==> config.mk <==
export PLATFORM = sky130hd
export DESIGN_NAME = writeback_stage_flat
export DESIGN_NICKNAME = d
export VERILOG_FILES = /design/src/rtl/writeback_stage_if.sv /design/src/rtl/writeback_stage.sv /design/src/flat_wrapper.sv
export SDC_FILE = /design/constraint.sdc
export NUM_CORES = 1
export LEC_CHECK = 0
export BUFFER_PORTS_ARGS = -buffer_cell sky130_fd_sc_hd__buf_2
export CORE_MARGIN = 8
export CORE_UTILIZATION = 55
export CTS_CLUSTER_SIZE = 12
export DETAILED_ROUTE_END_ITERATION = 10
export PLACE_DENSITY = 0.87
export SYNTH_ARGS = -nofsm -noshare
export SYNTH_HDL_FRONTEND = slang
export SYNTH_SLANG_ARGS = --single-unit
==> constraint.sdc <==
create_clock -name clk -period 16.1 [get_ports clk]
set_clock_uncertainty 0.05 [all_clocks]
set_input_delay 0.805 -clock clk [delete_from_list [all_inputs] [get_ports clk]]
set_output_delay 0.805 -clock clk [all_outputs]
set_load 0.01 [all_outputs]
==> src/rtl/writeback_stage_if.sv <==
// writeback_stage_if: memory-stage inputs, register-file read ports and writeback/forward outputs
interface writeback_stage_if #(
    parameter int DATA_W = 32,
    parameter int ADDR_W = 4,
    parameter int CNT_W  = 32
);
    logic              stall;
    logic              flush;
    logic              valid_in;
    logic [DATA_W-1:0] result_alu_in;
    logic [DATA_W-1:0] mem_out_in;
    logic [ADDR_W-1:0] dir_wb_in;
    logic              reg_wr_in;
    logic              sel_wb;
    logic [ADDR_W-1:0] rd_addr_a;
    logic [ADDR_W-1:0] rd_addr_b;
    logic [DATA_W-1:0] rd_data_a;
    logic [DATA_W-1:0] rd_data_b;
    logic              wb_en;
    logic [ADDR_W-1:0] wb_dir;
    logic [DATA_W-1:0] wb_data;
    logic              fwd_valid;
    logic [ADDR_W-1:0] fwd_dir;
    logic [DATA_W-1:0] fwd_data;
    logic [CNT_W-1:0]  retired_count;

    modport master (
        output stall, flush, valid_in, result_alu_in, mem_out_in, dir_wb_in, reg_wr_in, sel_wb,
               rd_addr_a, rd_addr_b,
        input  rd_data_a, rd_data_b, wb_en, wb_dir, wb_data, fwd_valid, fwd_dir, fwd_data,
               retired_count
    );
    modport slave (
        input  stall, flush, valid_in, result_alu_in, mem_out_in, dir_wb_in, reg_wr_in, sel_wb,
               rd_addr_a, rd_addr_b,
        output rd_data_a, rd_data_b, wb_en, wb_dir, wb_data, fwd_valid, fwd_dir, fwd_data,
               retired_count
    );
endinterface

==> src/rtl/writeback_stage.sv <==
// writeback_stage: MEM/WB register, bypassed 2**ADDR_W x DATA_W regfile, retire counter; ZERO_REG_EN hardwires r0
module writeback_stage #(
    parameter int DATA_W = 32,
    parameter int ADDR_W = 4,
    parameter int CNT_W  = 32
) (
    input logic              clk,
    input logic              rst,
    writeback_stage_if.slave bus
);
`ifdef ZERO_REG_EN
    localparam bit ZR = 1'b1;
`else
    localparam bit ZR = 1'b0;
`endif
    logic              valid_q, valid_d;
    logic              reg_wr_q, reg_wr_d;
    logic              wb_done_q, wb_done_d;
    logic [ADDR_W-1:0] dir_q, dir_d;
    logic [DATA_W-1:0] data_q, data_d;
    logic [CNT_W-1:0]  cnt_q;
    logic [DATA_W-1:0] rf_q [2**ADDR_W];
    logic              retire, wb_en;
    assign retire = valid_q & ~wb_done_q;
    assign wb_en  = retire & reg_wr_q & ~(ZR && dir_q == '0);
    always_comb begin
        valid_d   = valid_q;
        reg_wr_d  = reg_wr_q;
        dir_d     = dir_q;
        data_d    = data_q;
        wb_done_d = wb_done_q | retire;
        if (bus.flush) begin
            valid_d   = 1'b0;
            wb_done_d = 1'b0;
        end else if (!bus.stall) begin
            valid_d   = bus.valid_in;
            reg_wr_d  = bus.reg_wr_in;
            dir_d     = bus.dir_wb_in;
            data_d    = bus.sel_wb ? bus.mem_out_in : bus.result_alu_in;
            wb_done_d = 1'b0;
        end
    end
    always_ff @(posedge clk or posedge rst) begin
        if (rst) begin
            valid_q   <= 1'b0;
            reg_wr_q  <= 1'b0;
            wb_done_q <= 1'b0;
            dir_q     <= '0;
            data_q    <= '0;
            cnt_q     <= '0;
            for (int i = 0; i < 2**ADDR_W; i++) rf_q[i] <= '0;
        end else begin
            valid_q   <= valid_d;
            reg_wr_q  <= reg_wr_d;
            wb_done_q <= wb_done_d;
            dir_q     <= dir_d;
            data_q    <= data_d;
            if (retire) cnt_q <= cnt_q + 1'b1;
            if (wb_en) rf_q[dir_q] <= data_q;
        end
    end
    assign bus.rd_data_a = (ZR && bus.rd_addr_a == '0) ? '0 :
                           (wb_en && dir_q == bus.rd_addr_a) ? data_q : rf_q[bus.rd_addr_a];
    assign bus.rd_data_b = (ZR && bus.rd_addr_b == '0) ? '0 :
                           (wb_en && dir_q == bus.rd_addr_b) ? data_q : rf_q[bus.rd_addr_b];
    assign bus.wb_en         = wb_en;
    assign bus.wb_dir        = dir_q;
    assign bus.wb_data       = data_q;
    assign bus.fwd_valid     = wb_en;
    assign bus.fwd_dir       = dir_q;
    assign bus.fwd_data      = data_q;
    assign bus.retired_count = cnt_q;
endmodule
==> src/flat_wrapper.sv <==
// flat-port wrapper written by rule: the top's interface ports become plain ports
module writeback_stage_flat 
#(
    parameter int DATA_W = 32,
    parameter int ADDR_W = 4,
    parameter int CNT_W  = 32
)
  (clk, rst, bus_stall, bus_flush, bus_valid_in, bus_result_alu_in, bus_mem_out_in, bus_dir_wb_in, bus_reg_wr_in, bus_sel_wb, bus_rd_addr_a, bus_rd_addr_b, bus_rd_data_a, bus_rd_data_b, bus_wb_en, bus_wb_dir, bus_wb_data, bus_fwd_valid, bus_fwd_dir, bus_fwd_data, bus_retired_count);
  writeback_stage_if #(.DATA_W(DATA_W), .ADDR_W(ADDR_W), .CNT_W(CNT_W)) bus_i ();
  input logic clk;
  input logic rst;
  input wire logic [$bits(bus_i.stall)-1:0] bus_stall;
  input wire logic [$bits(bus_i.flush)-1:0] bus_flush;
  input wire logic [$bits(bus_i.valid_in)-1:0] bus_valid_in;
  input wire logic [$bits(bus_i.result_alu_in)-1:0] bus_result_alu_in;
  input wire logic [$bits(bus_i.mem_out_in)-1:0] bus_mem_out_in;
  input wire logic [$bits(bus_i.dir_wb_in)-1:0] bus_dir_wb_in;
  input wire logic [$bits(bus_i.reg_wr_in)-1:0] bus_reg_wr_in;
  input wire logic [$bits(bus_i.sel_wb)-1:0] bus_sel_wb;
  input wire logic [$bits(bus_i.rd_addr_a)-1:0] bus_rd_addr_a;
  input wire logic [$bits(bus_i.rd_addr_b)-1:0] bus_rd_addr_b;
  output wire logic [$bits(bus_i.rd_data_a)-1:0] bus_rd_data_a;
  output wire logic [$bits(bus_i.rd_data_b)-1:0] bus_rd_data_b;
  output wire logic [$bits(bus_i.wb_en)-1:0] bus_wb_en;
  output wire logic [$bits(bus_i.wb_dir)-1:0] bus_wb_dir;
  output wire logic [$bits(bus_i.wb_data)-1:0] bus_wb_data;
  output wire logic [$bits(bus_i.fwd_valid)-1:0] bus_fwd_valid;
  output wire logic [$bits(bus_i.fwd_dir)-1:0] bus_fwd_dir;
  output wire logic [$bits(bus_i.fwd_data)-1:0] bus_fwd_data;
  output wire logic [$bits(bus_i.retired_count)-1:0] bus_retired_count;
  assign bus_i.stall = bus_stall;
  assign bus_i.flush = bus_flush;
  assign bus_i.valid_in = bus_valid_in;
  assign bus_i.result_alu_in = bus_result_alu_in;
  assign bus_i.mem_out_in = bus_mem_out_in;
  assign bus_i.dir_wb_in = bus_dir_wb_in;
  assign bus_i.reg_wr_in = bus_reg_wr_in;
  assign bus_i.sel_wb = bus_sel_wb;
  assign bus_i.rd_addr_a = bus_rd_addr_a;
  assign bus_i.rd_addr_b = bus_rd_addr_b;
  assign bus_rd_data_a = bus_i.rd_data_a;
  assign bus_rd_data_b = bus_i.rd_data_b;
  assign bus_wb_en = bus_i.wb_en;
  assign bus_wb_dir = bus_i.wb_dir;
  assign bus_wb_data = bus_i.wb_data;
  assign bus_fwd_valid = bus_i.fwd_valid;
  assign bus_fwd_dir = bus_i.fwd_dir;
  assign bus_fwd_data = bus_i.fwd_data;
  assign bus_retired_count = bus_i.retired_count;
  writeback_stage #(.DATA_W(DATA_W), .ADDR_W(ADDR_W), .CNT_W(CNT_W)) u_core (.clk(clk), .rst(rst), .bus(bus_i));
endmodule
* Yosys cells after proc, flatten, opt, wreduce, memory -nomap -nowiden
Index checks and enable logic that the tools add are counted.
** Storage, ports and cells
- Register bits after elaboration :: 583
- Output and inout port bits :: 170
- Logic and storage cells :: 59
- Input bits :: 83
** Cells by class
- Add/subtract/negate cells :: 1
- Equality and inequality tests :: 3
- Mux-type cells :: 16
- $lt $le $gt $ge :: 4
- Bitwise logic cells :: 9
- Reduce and logical (&&, ||, !) cells :: 4
** Operators by type and width (number)
- $bwmux W512 :: 1
- $bmux W32 S4 :: 2
- $mux W32 :: 8
- $demux W32 S4 :: 1
- $add A32 B1 Y32 const B :: 1
- $ge A5 B5 Y1 const B :: 3
- $not A4 Y5 :: 3
- $eq A4 B4 Y1 :: 2
- $lt A5 B1 Y1 const B :: 1
- $mux W1 :: 4
- $logic_and A1 B1 Y1 :: 3
- $not A1 Y1 :: 3
- $and A1 B1 Y1 :: 2
- $ne A2 B1 Y1 const B :: 1
- $reduce_and A2 Y1 :: 1
- $or A1 B1 Y1 :: 1

* Longest topological paths before layout
- Depth in word-level cells :: 6
- Mapped depth :: 7
- Gate-level depth less buffers :: 5

* Worst setup path after synthesis
No wires, ideal clock.
- Kind :: input to output
- From :: in bus_rd_addr_b[1]
- To :: out bus_rd_data_b[10]
- Path slack :: 12.814 ns
- Data arrival time :: 2.431 ns
- Stages on the path :: 7
- Buffers on the path :: 3
- Cells stage by stage :: buf_2 > buf_2 > clkbuf_1 > mux4_2 > a22oi_1 > nand2_1 > mux2_2
** Between the ends
- Word-level cells in the longest chain between the ends :: 5
** RTL lines
- start: declaration :: line flat_wrapper.sv:21 : input wire logic [$bits(bus_i.rd_addr_b)-1:0] bus_rd_addr_b;
- $not A4 Y5 (not written as such) :: line writeback_stage.sv:65 : (wb_en && dir_q == bus.rd_addr_b) ? data_q : rf_q[bus.rd_addr_b];
- $bmux W32 S4 :: line writeback_stage.sv:65
- $mux W32 (not written as such) (2 in series) :: line writeback_stage.sv:65
- $mux W32 (*) :: line writeback_stage.sv:65
- end: declaration :: line flat_wrapper.sv:23 : output wire logic [$bits(bus_i.rd_data_b)-1:0] bus_rd_data_b;
Every way passes the cells marked *; elsewhere a longest branch is shown, timed or not. The select of a mux whose other input is x is not followed.

* Worst setup path in the final report
- From :: in bus_rd_addr_b[1]
- To :: out bus_rd_data_b[17]
Same word-level chain as after synthesis.

==> flow_results.org <==
** Status
- The run finished with clean final reports.

** Timing
- Number of failing setup endpoints in the final timing report :: 0
- Unrepaired setup endpoints after global routing :: no
- The count of final max-slew check failures was 0.
- Count of endpoints failing hold in the final timing report :: 0
- Dividing the final minimum period by the clock period gives 30.3%.
- At the pin with the least slew margin, the transition time is 1150 ps.
- Adding up every negative setup slack in the final design gives 0 ps.
- Worst hold-check slack :: 314 ps
- Post-route minimum period :: 4870 ps
- Static timing analysis puts the maximum clock frequency at 0.205 GHz.
- Worst-case headroom to the max-slew limit :: 23.5%

** Drt
- For this block, the initial DRC count from the detailed router was 1,979.
- Detailed-route wire length per cell :: 28.0 um
- In this run the remaining antenna-violating nets after routing total 0.
- Post-DR vias/cell :: 6.75
- Total via count after detailed routing :: 20,100
- Final WL :: 83.6 mm
- Post-route DRC violation count :: 0
- Number of iterations in the first detailed-routing pass :: 5

** Worst setup path
- Endpoint of the most critical register-to-register path :: u_core.rf_q[301]
- Data on the critical path is required at its endpoint by 15,240 ps.
- The setup path with the least slack is of type input port to primary output.
- The critical path starts at bus_rd_addr_b[1].
- Worst stage delay on the critical path :: 860 ps
- The slowest stage of the critical path is the sky130_fd_sc_hd__buf_4 cell.
- Flop-to-flop setup slack :: 12,900 ps
- The worst setup path is captured at a primary output.
- Last element of the critical path :: bus_rd_data_b[17]
- The worst setup path is launched from an input port.
- Peak fanout along the critical path :: 70
- Data arrives at the worst endpoint at 4020 ps.
- Worst path cell trace :: buf_6 -> buf_4 -> xnor2_1 -> nand3_1 -> nor3_2 -> buf_4 -> mux2_2 -> buf_2
- Beginning of the worst register-to-register path :: u_core.wb_done_q
- Most numerous cell on the critical path :: sky130_fd_sc_hd__buf_4
- The number of cells on the worst reg-to-reg path is 6.

** Hold path
- The min-delay analysis places its worst path in the category input port to flop.

** Die
- For this design the top-level I/O count stands at 253.
- FP Rows :: 86
- The floorplan step set the die height to 253 um.
- DIE WIDTH :: 253 um
- Initial cell density of the core :: 55.7%
- The die covers 63,900 sq um.
- The core region is 55,300 sq um.

** Global route
- First-pass GRT wire length :: 130 mm
- Entering global routing, the biggest net connects 87 pins.
- Via count of the first global-routing pass :: 21,900
- Global-route usage over all layers :: 26.2%
- The initial antenna violation count is 1.
- The total overflow left after global routing is 0.

** Clocking
- Buffers added to address setup during post-CTS repair amount to 0.
- After clock tree synthesis, the clock-pin slew on the worst setup and hold paths is 60 ps.
- The later pin in the worst-skew pair is clocked with a latency of 620 ps.
- Number of gates given a new drive strength after cts :: 0
- The H-tree generated during clock tree synthesis spans 2 levels.
- The longest clock path from root to sink contains 3 buffers.
- Number of buffers created by CTS :: 59
- Counting every sink on the clock net gives 583.
- TritonCTS built the clock tree.
- The cell sitting at the root of the clock tree is a sky130_fd_sc_hd__clkbuf_16.
- Post-cts hold buffer count :: 0

** Run
- Max-cap violations in this run came to 0.

** Placed design
- During placement, the flow inserted port buffers numbering 252.
- The congestion estimate from routability-driven global placement came to 0.788.
- After legalization and detailed placement, the total HPWL measured 48.9 mm.

** Logic synthesis
- In the synthesized netlist the dominant register cell turns out to be sky130_fd_sc_hd__dfrtp_1.
- After synthesis the cells add up to 30,800 sq um.
- For this run, the number of Yosys warnings is 0.
- Number of enable flip-flop cells after synthesis :: 0
- Share of synthesized registers carrying an async set or reset :: 100%
- Gate count of the mapped netlist :: 2,102
- The synthesized design contains 583 register bits.
- Post-synth cell types :: 33
- Post-Syn Area per Cell :: 14.7 sq um
- Syn nets :: 2,186
- Sequential fraction of the synthesis area :: 47.3%

** Power and ir drop
- In this run the power density over the cells is 118 nW/um^2.
- In this run the static leakage power is 16.2 nW.
- IR analysis of the VDD net gives a maximum drop of 0.0906 mV.

** Final layout
- In the final layout, the share of cells above drive strength 1 is 55.2%.
- Fill cells in the final layout number 3,963.
- Area added between synthesis and finish :: 10.8%
- Sequential cell area in the final layout :: 14,600 sq um
- Summing all multi-input logic gate instances after layout gives 15,200 sq um.
- Final core occ :: 61.7%
- Net count, final :: 2,282
==> worst min-delay path by stage <==
stage                                    to  depth (start not counted)                         start
3_5_place_dp   u_core.bus.retired_count[13]                          1  u_core.bus.retired_count[13]
3_3_place_gp   u_core.bus.retired_count[13]                          1  u_core.bus.retired_count[13]
5_1_grt                      u_core.valid_q                          2                     bus_flush
2_1_floorplan              u_core.rf_q[436]                          1              u_core.rf_q[436]
6_report                     u_core.valid_q                          2                     bus_flush
4_1_cts                      u_core.valid_q                          2                     bus_flush
==> synth_stat cells (14+ instances only) <==
library cell                 n  area share [%]
sky130_fd_sc_hd__mux2i_1    33             1.1
sky130_fd_sc_hd__nor2_1     14            0.17
sky130_fd_sc_hd__mux2_2    572              21
sky130_fd_sc_hd__buf_1      49            0.60
sky130_fd_sc_hd__buf_4      37            0.90
sky130_fd_sc_hd__dfrtp_1   583              47
sky130_fd_sc_hd__mux4_2    258              19
sky130_fd_sc_hd__nand2_1   110             1.3
sky130_fd_sc_hd__o21ai_0    32            0.52
sky130_fd_sc_hd__buf_2      87             1.4
sky130_fd_sc_hd__clkbuf_1   84             1.0
sky130_fd_sc_hd__nand3_1    16            0.26
sky130_fd_sc_hd__a22oi_1   124             3.0
sky130_fd_sc_hd__xnor2_1    30            0.85
==> layer usage <==
layer,up-vias,track usage [%],share of wire (%)
met1,10700,34.1,39
met3,257,6.53,8.9
li1,8142,-,-
met2,1083,42.7,49
met5,-,0,0
met4,0,9.19,3.6
==> kinds of logic after synthesis <==
family / share of synthesized area [%]
xor gates and xnor gates: 1.11
buffers and inverters: 3.98
AOI/OAI and AO/OA: 3.54
adders and majority gates: 0.0406
muxes: 41.2
and+or+nand+nor: 2.84
DFF: 47.3
==> cells in the final DEF (no fill, tap or decap), types with 32 or more instances in the layout <==
cell type,instances
sky130_fd_sc_hd__a22oi_1,124
sky130_fd_sc_hd__buf_2,248
sky130_fd_sc_hd__buf_4,40
sky130_fd_sc_hd__clkbuf_16,61
sky130_fd_sc_hd__dfrtp_1,583
sky130_fd_sc_hd__mux2_2,572
sky130_fd_sc_hd__mux2i_1,33
sky130_fd_sc_hd__mux4_2,258
sky130_fd_sc_hd__nand2_1,104
sky130_fd_sc_hd__o21ai_0,32
==> state kept, by name, indices dropped and copies added, names as in the netlist <==
name,count
u_core.bus.fwd_dir,4
u_core.rf_q,512
u_core.bus.fwd_data,32
u_core.reg_wr_q,1
u_core.wb_done_q,1
u_core.bus.retired_count,32
u_core.valid_q,1
==> report_power, final <==
group	internal, W	switching [W]	leakage (nW)
logic	0.000443	0.000311	7.34
registers	0.00169	0.000241	7.93
clock network	0.000770	0.000566	0.912
==> per-stage QoR <==
step                area, sq um  setup WS, ps  total power (W)  instances
finish                    34200         11230          0.00402       2984
global route              34100         11090          0.00417       2983
CTS                       34100         11240          0.00403       2983
detailed placement        32300         11250          0.00270       2885
global placement          32300         11250          0.00263       2885
floorplan                 30800          7300          0.00246       2102
==> critical path, delay by kind of cell <==
| kind | cells | cell delay, ps |
|---|---|---|
| multiplexers | 1 | 460 |
| AND/OR/NAND/NOR | 2 | 220 |
| XOR/XNOR | 1 | 190 |
| buffers and inverters | 4 | 2240 |
==> final cells by class <==
type                       instances  area share [%]
clock buffer                      92            5.25
inverter                           4          0.0550
sequential                       583            42.7
antenna                            1         0.00733
clock inverter                     6           0.161
tap                              748            2.74
multi-input combinational       1258            44.4
timing repair buffer             292            4.66
Power figures use the tool's default switching activity.
